--- src/rtl/ssd_scan_ctrl.sv ---
// rtl/ssd_scan_ctrl.sv - time-multiplexed seven-segment scan controller
// Prescaled one-cold digit scan with frame-coherent shadowing of codes, blanks and points.
module ssd_scan_ctrl #(
   parameter int DIGITS = 4,
   parameter int DIV    = 100000
) (
   input  logic                  clk,
   input  logic                  rst,
   input  logic                  en,
   input  logic [4*DIGITS-1:0]   digits_in,
   input  logic [DIGITS-1:0]     blank_in,
   input  logic [DIGITS-1:0]     dp_in,
   output logic [3:0]            o,
   output logic                  dp,
   output logic [DIGITS-1:0]     ssd_ctrl,
   output logic                  frame_tick
);

   localparam int PW = (DIV > 1) ? $clog2(DIV) : 1;
   localparam int IW = $clog2(DIGITS);
   localparam logic [PW-1:0] P_LAST = PW'(DIV - 1);
   localparam logic [IW-1:0] I_LAST = IW'(DIGITS - 1);

   typedef enum logic {IDLE, SCAN} state_t;

   state_t                state_q, state_d;
   logic [PW-1:0]         pcnt_q, pcnt_d;
   logic [IW-1:0]         idx_q, idx_d;
   logic [4*DIGITS-1:0]   sh_dig_q, sh_dig_d;
   logic [DIGITS-1:0]     sh_blank_q, sh_blank_d;
   logic [DIGITS-1:0]     sh_dp_q, sh_dp_d;
   logic [3:0]            o_q, o_d;
   logic                  dp_q, dp_d;
   logic [DIGITS-1:0]     ssd_q, ssd_d;
   logic                  tick_q;

   logic                  load;
   logic                  lit;
   logic [3:0]            cur_dig;
   logic                  cur_blank;
   logic                  cur_dp;
   logic [DIGITS-1:0]     cold;

   // Select the shadowed data of the digit currently addressed by idx_q.
   always_comb begin
      cur_dig   = '0;
      cur_blank = 1'b0;
      cur_dp    = 1'b0;
      cold      = '1;
      for (int i = 0; i < DIGITS; i++) begin
         if (idx_q == IW'(i)) begin
            cur_dig   = sh_dig_q[4*i +: 4];
            cur_blank = sh_blank_q[i];
            cur_dp    = sh_dp_q[i];
            cold[i]   = 1'b0;
         end
      end
   end

   always_comb begin
      state_d    = state_q;
      pcnt_d     = pcnt_q;
      idx_d      = idx_q;
      load       = 1'b0;
      case (state_q)
         IDLE: begin
            if (en) begin
               state_d = SCAN;
               pcnt_d  = '0;
               idx_d   = '0;
               load    = 1'b1;
            end
         end
         default: begin
            if (en) begin
               if (pcnt_q == P_LAST) begin
                  pcnt_d = '0;
                  if (idx_q == I_LAST) begin
                     idx_d = '0;
                     load  = 1'b1;
                  end else begin
                     idx_d = idx_q + IW'(1);
                  end
               end else begin
                  pcnt_d = pcnt_q + PW'(1);
               end
            end
         end
      endcase

      sh_dig_d   = load ? digits_in : sh_dig_q;
      sh_blank_d = load ? blank_in  : sh_blank_q;
      sh_dp_d    = load ? dp_in     : sh_dp_q;

      // Output decode uses pre-edge state, giving one cycle of latency.
      lit   = (state_q == SCAN) && en && !cur_blank;
      o_d   = cur_dig;
      dp_d  = lit && cur_dp;
      ssd_d = lit ? cold : '1;
   end

   always_ff @(posedge clk or posedge rst) begin
      if (rst) begin
         state_q    <= IDLE;
         pcnt_q     <= '0;
         idx_q      <= '0;
         sh_dig_q   <= '0;
         sh_blank_q <= '0;
         sh_dp_q    <= '0;
         o_q        <= '0;
         dp_q       <= 1'b0;
         ssd_q      <= '1;
         tick_q     <= 1'b0;
      end else begin
         state_q    <= state_d;
         pcnt_q     <= pcnt_d;
         idx_q      <= idx_d;
         sh_dig_q   <= sh_dig_d;
         sh_blank_q <= sh_blank_d;
         sh_dp_q    <= sh_dp_d;
         o_q        <= o_d;
         dp_q       <= dp_d;
         ssd_q      <= ssd_d;
         tick_q     <= load;
      end
   end

   assign o          = o_q;
   assign dp         = dp_q;
   assign ssd_ctrl   = ssd_q;
   assign frame_tick = tick_q;

endmodule

--- config.mk ---
export PLATFORM = sky130hd
export DESIGN_NAME = ssd_scan_ctrl
export DESIGN_NICKNAME = d
export VERILOG_FILES = /design/src/rtl/ssd_scan_ctrl.sv
export SDC_FILE = /design/constraint.sdc
export NUM_CORES = 1
export LEC_CHECK = 0
export ABC_CLOCK_PERIOD_IN_PS = 2300
export CAP_MARGIN = 5
export CORE_UTILIZATION = 54
export DETAILED_ROUTE_END_ITERATION = 10
export MAX_ROUTING_LAYER = met4
export PLACE_DENSITY = 0.8
export SLEW_MARGIN = 0
export SYNTH_ARGS = -nofsm -noshare
export SYNTH_HDL_FRONTEND = slang
export SYNTH_SLANG_ARGS = --single-unit
--- constraint.sdc ---
create_clock -name clk -period 2.3 [get_ports clk]
set_input_delay 0.46 -clock clk [delete_from_list [all_inputs] [get_ports clk]]
set_output_delay 0.46 -clock clk [all_outputs]
set_load 0.005 [all_outputs]
== Yosys cells after proc, flatten, opt, wreduce, memory -nomap -nowiden ==
Cells that the tools add are included.

* Flip-flop bits (word level): 54
* Latch bits: 0
* Memory bits (writable): 0
* Memory bits (read-only): 0
* Input bits: 27
* Output and inout port bits: 10
* Memories: 0

* Add/subtract/negate cells: 2
* Multiply operators: 0
* Divide/modulo/power cells: 0
* Magnitude comparators: 0
* Equal/unequal tests: 5
* Shift-type cells: 0
* Muxes and demuxes: 32
* Bitwise logic cells: 0
* Reductions and logical operators: 6

{| class="wikitable"
|+ Operator list
! kind !! number
|-
| 17-bit two-way mux || 4
|-
| 4-bit two-way mux || 5
|-
| 1-bit two-way mux || 18
|-
| 17-bit by 1-bit adder with 17-bit output, second input constant || 1
|-
| 17-bit equality test, second input constant || 1
|-
| 2-bit two-way mux || 5
|-
| 2-bit equality test, second input constant || 2
|-
| 1-bit logical AND || 3
|-
| 2-bit by 1-bit adder with 2-bit output, second input constant || 1
|-
| 2-bit by 1-bit equality test with 1-bit output, second input constant || 1
|-
| 2-bit zero test || 1
|-
| 2-bit by 1-bit inequality test with 1-bit output, second input constant || 1
|-
| 2-bit AND reduction || 1
|-
| 1-bit zero test || 1
|}

== Depth between registers and ports, before layout ==
* Depth in word-level cells: 8
* Depth in mapped cells: 7

== Worst setup path after synthesis ==
OpenSTA, ideal clock, no wires.

* Kind: register to register
* Start: register pcnt_q[0]
* End: register sh_dig_q[0]
* Library setup time: 0.125 ns
* Arrival time: 1.826 ns
* Required time: 2.175 ns
* Slack: 0.349 ns
* Cell stages (with the launch flop): 8
* Buffers on the path: 2
* Path through: dfrtp_1 -> ha_1 -> nor4b_2 -> nand4_2 -> a211o_1 -> buf_6 -> buf_6 -> mux2_4

* Word-level cells in the longest chain between the ends: 4

{| class="wikitable"
|+ RTL lines
! what !! RTL line !! RTL
|-
| from (decl) || 27 || <nowiki>logic [PW-1:0] pcnt_q, pcnt_d;</nowiki>
|-
| from (signal assigned) || 116 || <nowiki>pcnt_q <= pcnt_d;</nowiki>
|-
| 17-bit equality test || 76 || <nowiki>if (pcnt_q == P_LAST) begin</nowiki>
|-
| 1-bit two-way mux || 76 ||
|-
| 1-bit two-way mux || 75 || <nowiki>if (en) begin</nowiki>
|-
| 1-bit two-way mux || 65 || <nowiki>case (state_q)</nowiki>
|-
| to (signal assigned) || 118 || <nowiki>sh_dig_q <= sh_dig_d;</nowiki>
|-
| to (decl) || 29 || <nowiki>logic [4*DIGITS-1:0] sh_dig_q, sh_dig_d;</nowiki>
|}

Every way passes these cells.
A chain may end at the register's enable or synchronous reset.

== Worst setup path in the final report ==
* Start: register pcnt_q[0]
* End: register sh_dp_q[1]

* Word-level cells in the longest chain between the ends: 4

{| class="wikitable"
|+ RTL lines
! what !! RTL line !! RTL
|-
| 17-bit equality test || 76 ||
|-
| 1-bit two-way mux || 76 ||
|-
| 1-bit two-way mux || 75 ||
|-
| 1-bit two-way mux || 65 ||
|-
| to (signal assigned) || 120 || <nowiki>sh_dp_q <= sh_dp_d;</nowiki>
|-
| to (decl) || 31 || <nowiki>logic [DIGITS-1:0] sh_dp_q, sh_dp_d;</nowiki>
|}

Every way passes these cells.

==> results.yml <==
route:
  drt_first_iter_violations: 114
  post_drt_wl_per_cell_um: 15.5
  first_pass_iters: 4
  drt-total-wl_mm: 4.64
  viasPerCell: 5.48
  drc: 0
  drtAntennaViolNets: 0
  vias: 1644
synth:
  synth_async_sr_flop_share_pct: 100
  synth_area_leaders: "dfrtp_1, mux2_4, dfstp_2"
  ys_ff_latch: 54
  synth_nets: 239
  synth_top_family_by_area: "simple AND/OR/NAND/NOR gates"
  synth_xor_area_share_pct: 5.23
  synth_compound_area_share_pct: 5.88
  netlist_area_um2: 2510
  synth_edf_count: 0
  synth.area.mux_share_pct: 13.6
  syn_area_per_cell_um2: 12.1
  synthCells: 207
  synthSimpleGateAreaFrac_pct: 15.4
  synth_top_area_cell: "dfrtp_1"
  seq_area_frac_synth_pct: 54.0
  synthAdderAreaFrac_pct: 2.49
  ys.flop_type: "dfrtp_1"
  yosysUniqueCellTypes: 33
  yosysWarnings: 0
  synth_top_cell_area_share_pct: 49.9
floorplan:
  fp-row-count: 24
  fp.dieH_um: 70.2
  die_x_um: 70.2
  coreArea_um2: 4410
  io_pins: 37
  dieArea_um2: 4920
  start_util_pct: 56.9
finish:
  drive_gt1_share_pct: 19.0
  fillCellCount: 314
  num_antenna_cells: 0
  fin_nets: 279
  syn2layout_area_growth_pct: 21.2
hold_path:
  min_from: "sh_dig_q[13]$_DFFE_PP0P_"
  min_to: "o[1]$_DFF_PP0_"
  min_path_cells: 2
  hold_class: "register to register"
power_and_ir_drop:
  powerDensity_nw_per_um2: 662
  p_leak_nw: 1.38
  vdd_drop_max_v: 0.000395
  finalPower_mw: 2.01
sta:
  setup_viol: 0
  relSlewSlack_pct: 68.5
  drv_slew: 0
  hold_viol: 0
  worstMarginPinSlew_ps: 473
  min_period_ps: 2060
  clock_skew_ps: 15.5
  whs_ps: 494
  rsz0062_at_grt: "no"
  max_freq_mhz: 485
  fin_crit_sh_pct: 89.7
  tns_ps: 0
clocking:
  htreeDepth: 2
  cts_tree: "done"
  cts_hold_buf: 0
  clock_path_buffers: 2
  cts.repair.resized: 0
  root_buffer: "clkbuf_8"
  clk_pin_slew_ps: 110
  worstSkewPairLatency_ps: 310
  cts_buffers: 5
  cts_setup_buffers: 0
  clkSinkCount: 54
critical_path:
  crit_family: "simple AND/OR/NAND/NOR gates"
  worstPathCellList: "ha_1 -> nor4b_2 -> nand4_2 -> a211o_1 -> buf_12 -> mux2_4"
  critPathLaunchType: "register"
  cp_slowest_cell: "dfrtp_1"
  critPathBufInv: 1
  r2r_end: "sh_dp_q[1]$_DFFE_PP0P_"
  cp.arrival_ps: 2260
  r2r_cells: 6
  rr_startpoint: "pcnt_q[0]$_DFFE_PP0P_"
  path_max_fanout: 25
  end_kind: "register"
  path_class: "register to register"
  rrSetupSlack_ps: 240
  required_ps: 2490
  max_stage_delay_ps: 400
global_route:
  antenna_found_initial: 0
  grt_max_degree: 55
  grt_use_total_pct: 21.3
  grt_pass1_wl_mm: 7.95
  globalRouteOverflowTotal: 0
  first_global_vias: 1667
placement:
  portBuffers: 36
  hpwl_mm: 3.25
  routabilityCongestion: 0.757
job:
  drv_cap: 0
outcome:
  outcome: "completed"
## report_power, final
group	internal, mW	leakage, nW	total, mW	switching (mW)
registers	1.05	0.686	1.15	0.0935
logic	0.190	0.649	0.324	0.134
clock network	0.220	0.0447	0.543	0.322
total	1.46	1.38	2.01	0.550
## through the flow
step / area (µm²) / util, % / setup WS, ps / instances
6_report: 3040 / 68.9 / 236 / 300
5_1_grt: 3040 / 68.9 / 131 / 300
4_1_cts: 3040 / 68.9 / 227 / 300
3_5_place_dp: 2950 / 66.8 / 244 / 292
3_3_place_gp: 2950 / 66.8 / 266 / 292
2_1_floorplan: 2510 / - / 349 / 207
## flip-flops by register name (all words and copies together) (netlist names)
register    flops
sh_dp_q         4
idx_q           2
dp              1
ssd_ctrl        4
sh_dig_q       16
state_q         1
o               4
frame_tick      1
pcnt_q         17
sh_blank_q      4
## cell usage after synthesis (2+ instances only)
library cell,number
dfrtp_1,50
o2bb2ai_1,3
nor2b_1,7
o31ai_1,4
a21oi_1,4
mux2_2,5
xnor2_1,12
xor2_1,3
nor2_1,20
a221oi_1,5
nor3_1,4
nor4_1,5
nand3_1,5
mux2_4,19
nand4_1,6
buf_6,3
dfstp_2,4
inv_1,7
nor4b_2,2
ha_1,5
clkbuf_1,5
o21ai_0,2
nand2_1,17
## metal layers
metal,wire (µm),track usage (%)
met4,40,6.00
met3,157,3.17
met2,2300,33.7
met5,0,-
met1,2150,28.8
## placed cells by master, fill, tap and decap left out, drive strengths merged, types with 4 or more instances in the layout
cell type       n
dfrtp          50
clkdlybuf4s50  36
mux2           24
nor2           20
nand2          17
xnor2          12
inv             8
nor2b           7
nand4           7
buf             6
nand3           5
nor4            5
a221oi          5
ha              5
clkbuf          5
a21oi           4
nor3            4
o31ai           4
dfstp           4
## how the worst max path moves through the flow
stage,depth (start not counted),from,end
6_report,6,pcnt_q[0]$_DFFE_PP0P_,sh_dp_q[1]$_DFFE_PP0P_
5_1_grt,6,pcnt_q[0]$_DFFE_PP0P_,sh_dp_q[3]$_DFFE_PP0P_
4_1_cts,6,pcnt_q[0]$_DFFE_PP0P_,sh_dp_q[3]$_DFFE_PP0P_
3_5_place_dp,6,pcnt_q[0]$_DFFE_PP0P_,sh_blank_q[3]$_DFFE_PP0P_
3_3_place_gp,5,en,pcnt_q[15]$_DFFE_PP0P_
2_1_floorplan,7,pcnt_q[0]$_DFFE_PP0P_,sh_dig_q[0]$_DFFE_PP0P_
## kinds of logic (layout without fill, tap and decap cells)
kind of cell	count (synthesis)	count (layout)
and+or+nand+nor	73	73
DFF	54	54
muxes	24	24
AOI/OAI and AO/OA	20	20
buffers and inverters	16	57
xor gates and xnor gates	15	15
adders and majority gates	5	5
## final cells by class
cell class	instances	area, µm²	share of cell area, %
flip-flops and latches	54	1360	44.6
clock inverters	3	25.0	0.823
clock buffers	5	68.8	2.26
well taps	52	65.1	2.14
inverters	7	26.3	0.864
repair buffers	42	430	14.2
multi-input cells	137	1070	35.2
## worst reg2reg max path, stage by stage (launching register included)
cell     delay [ps]
dfrtp_1         400
ha_1            250
nor4b_2         260
nand4_2         180
a211o_1         370
buf_12          180
mux2_4          320
Power figures use the tool's default switching activity.
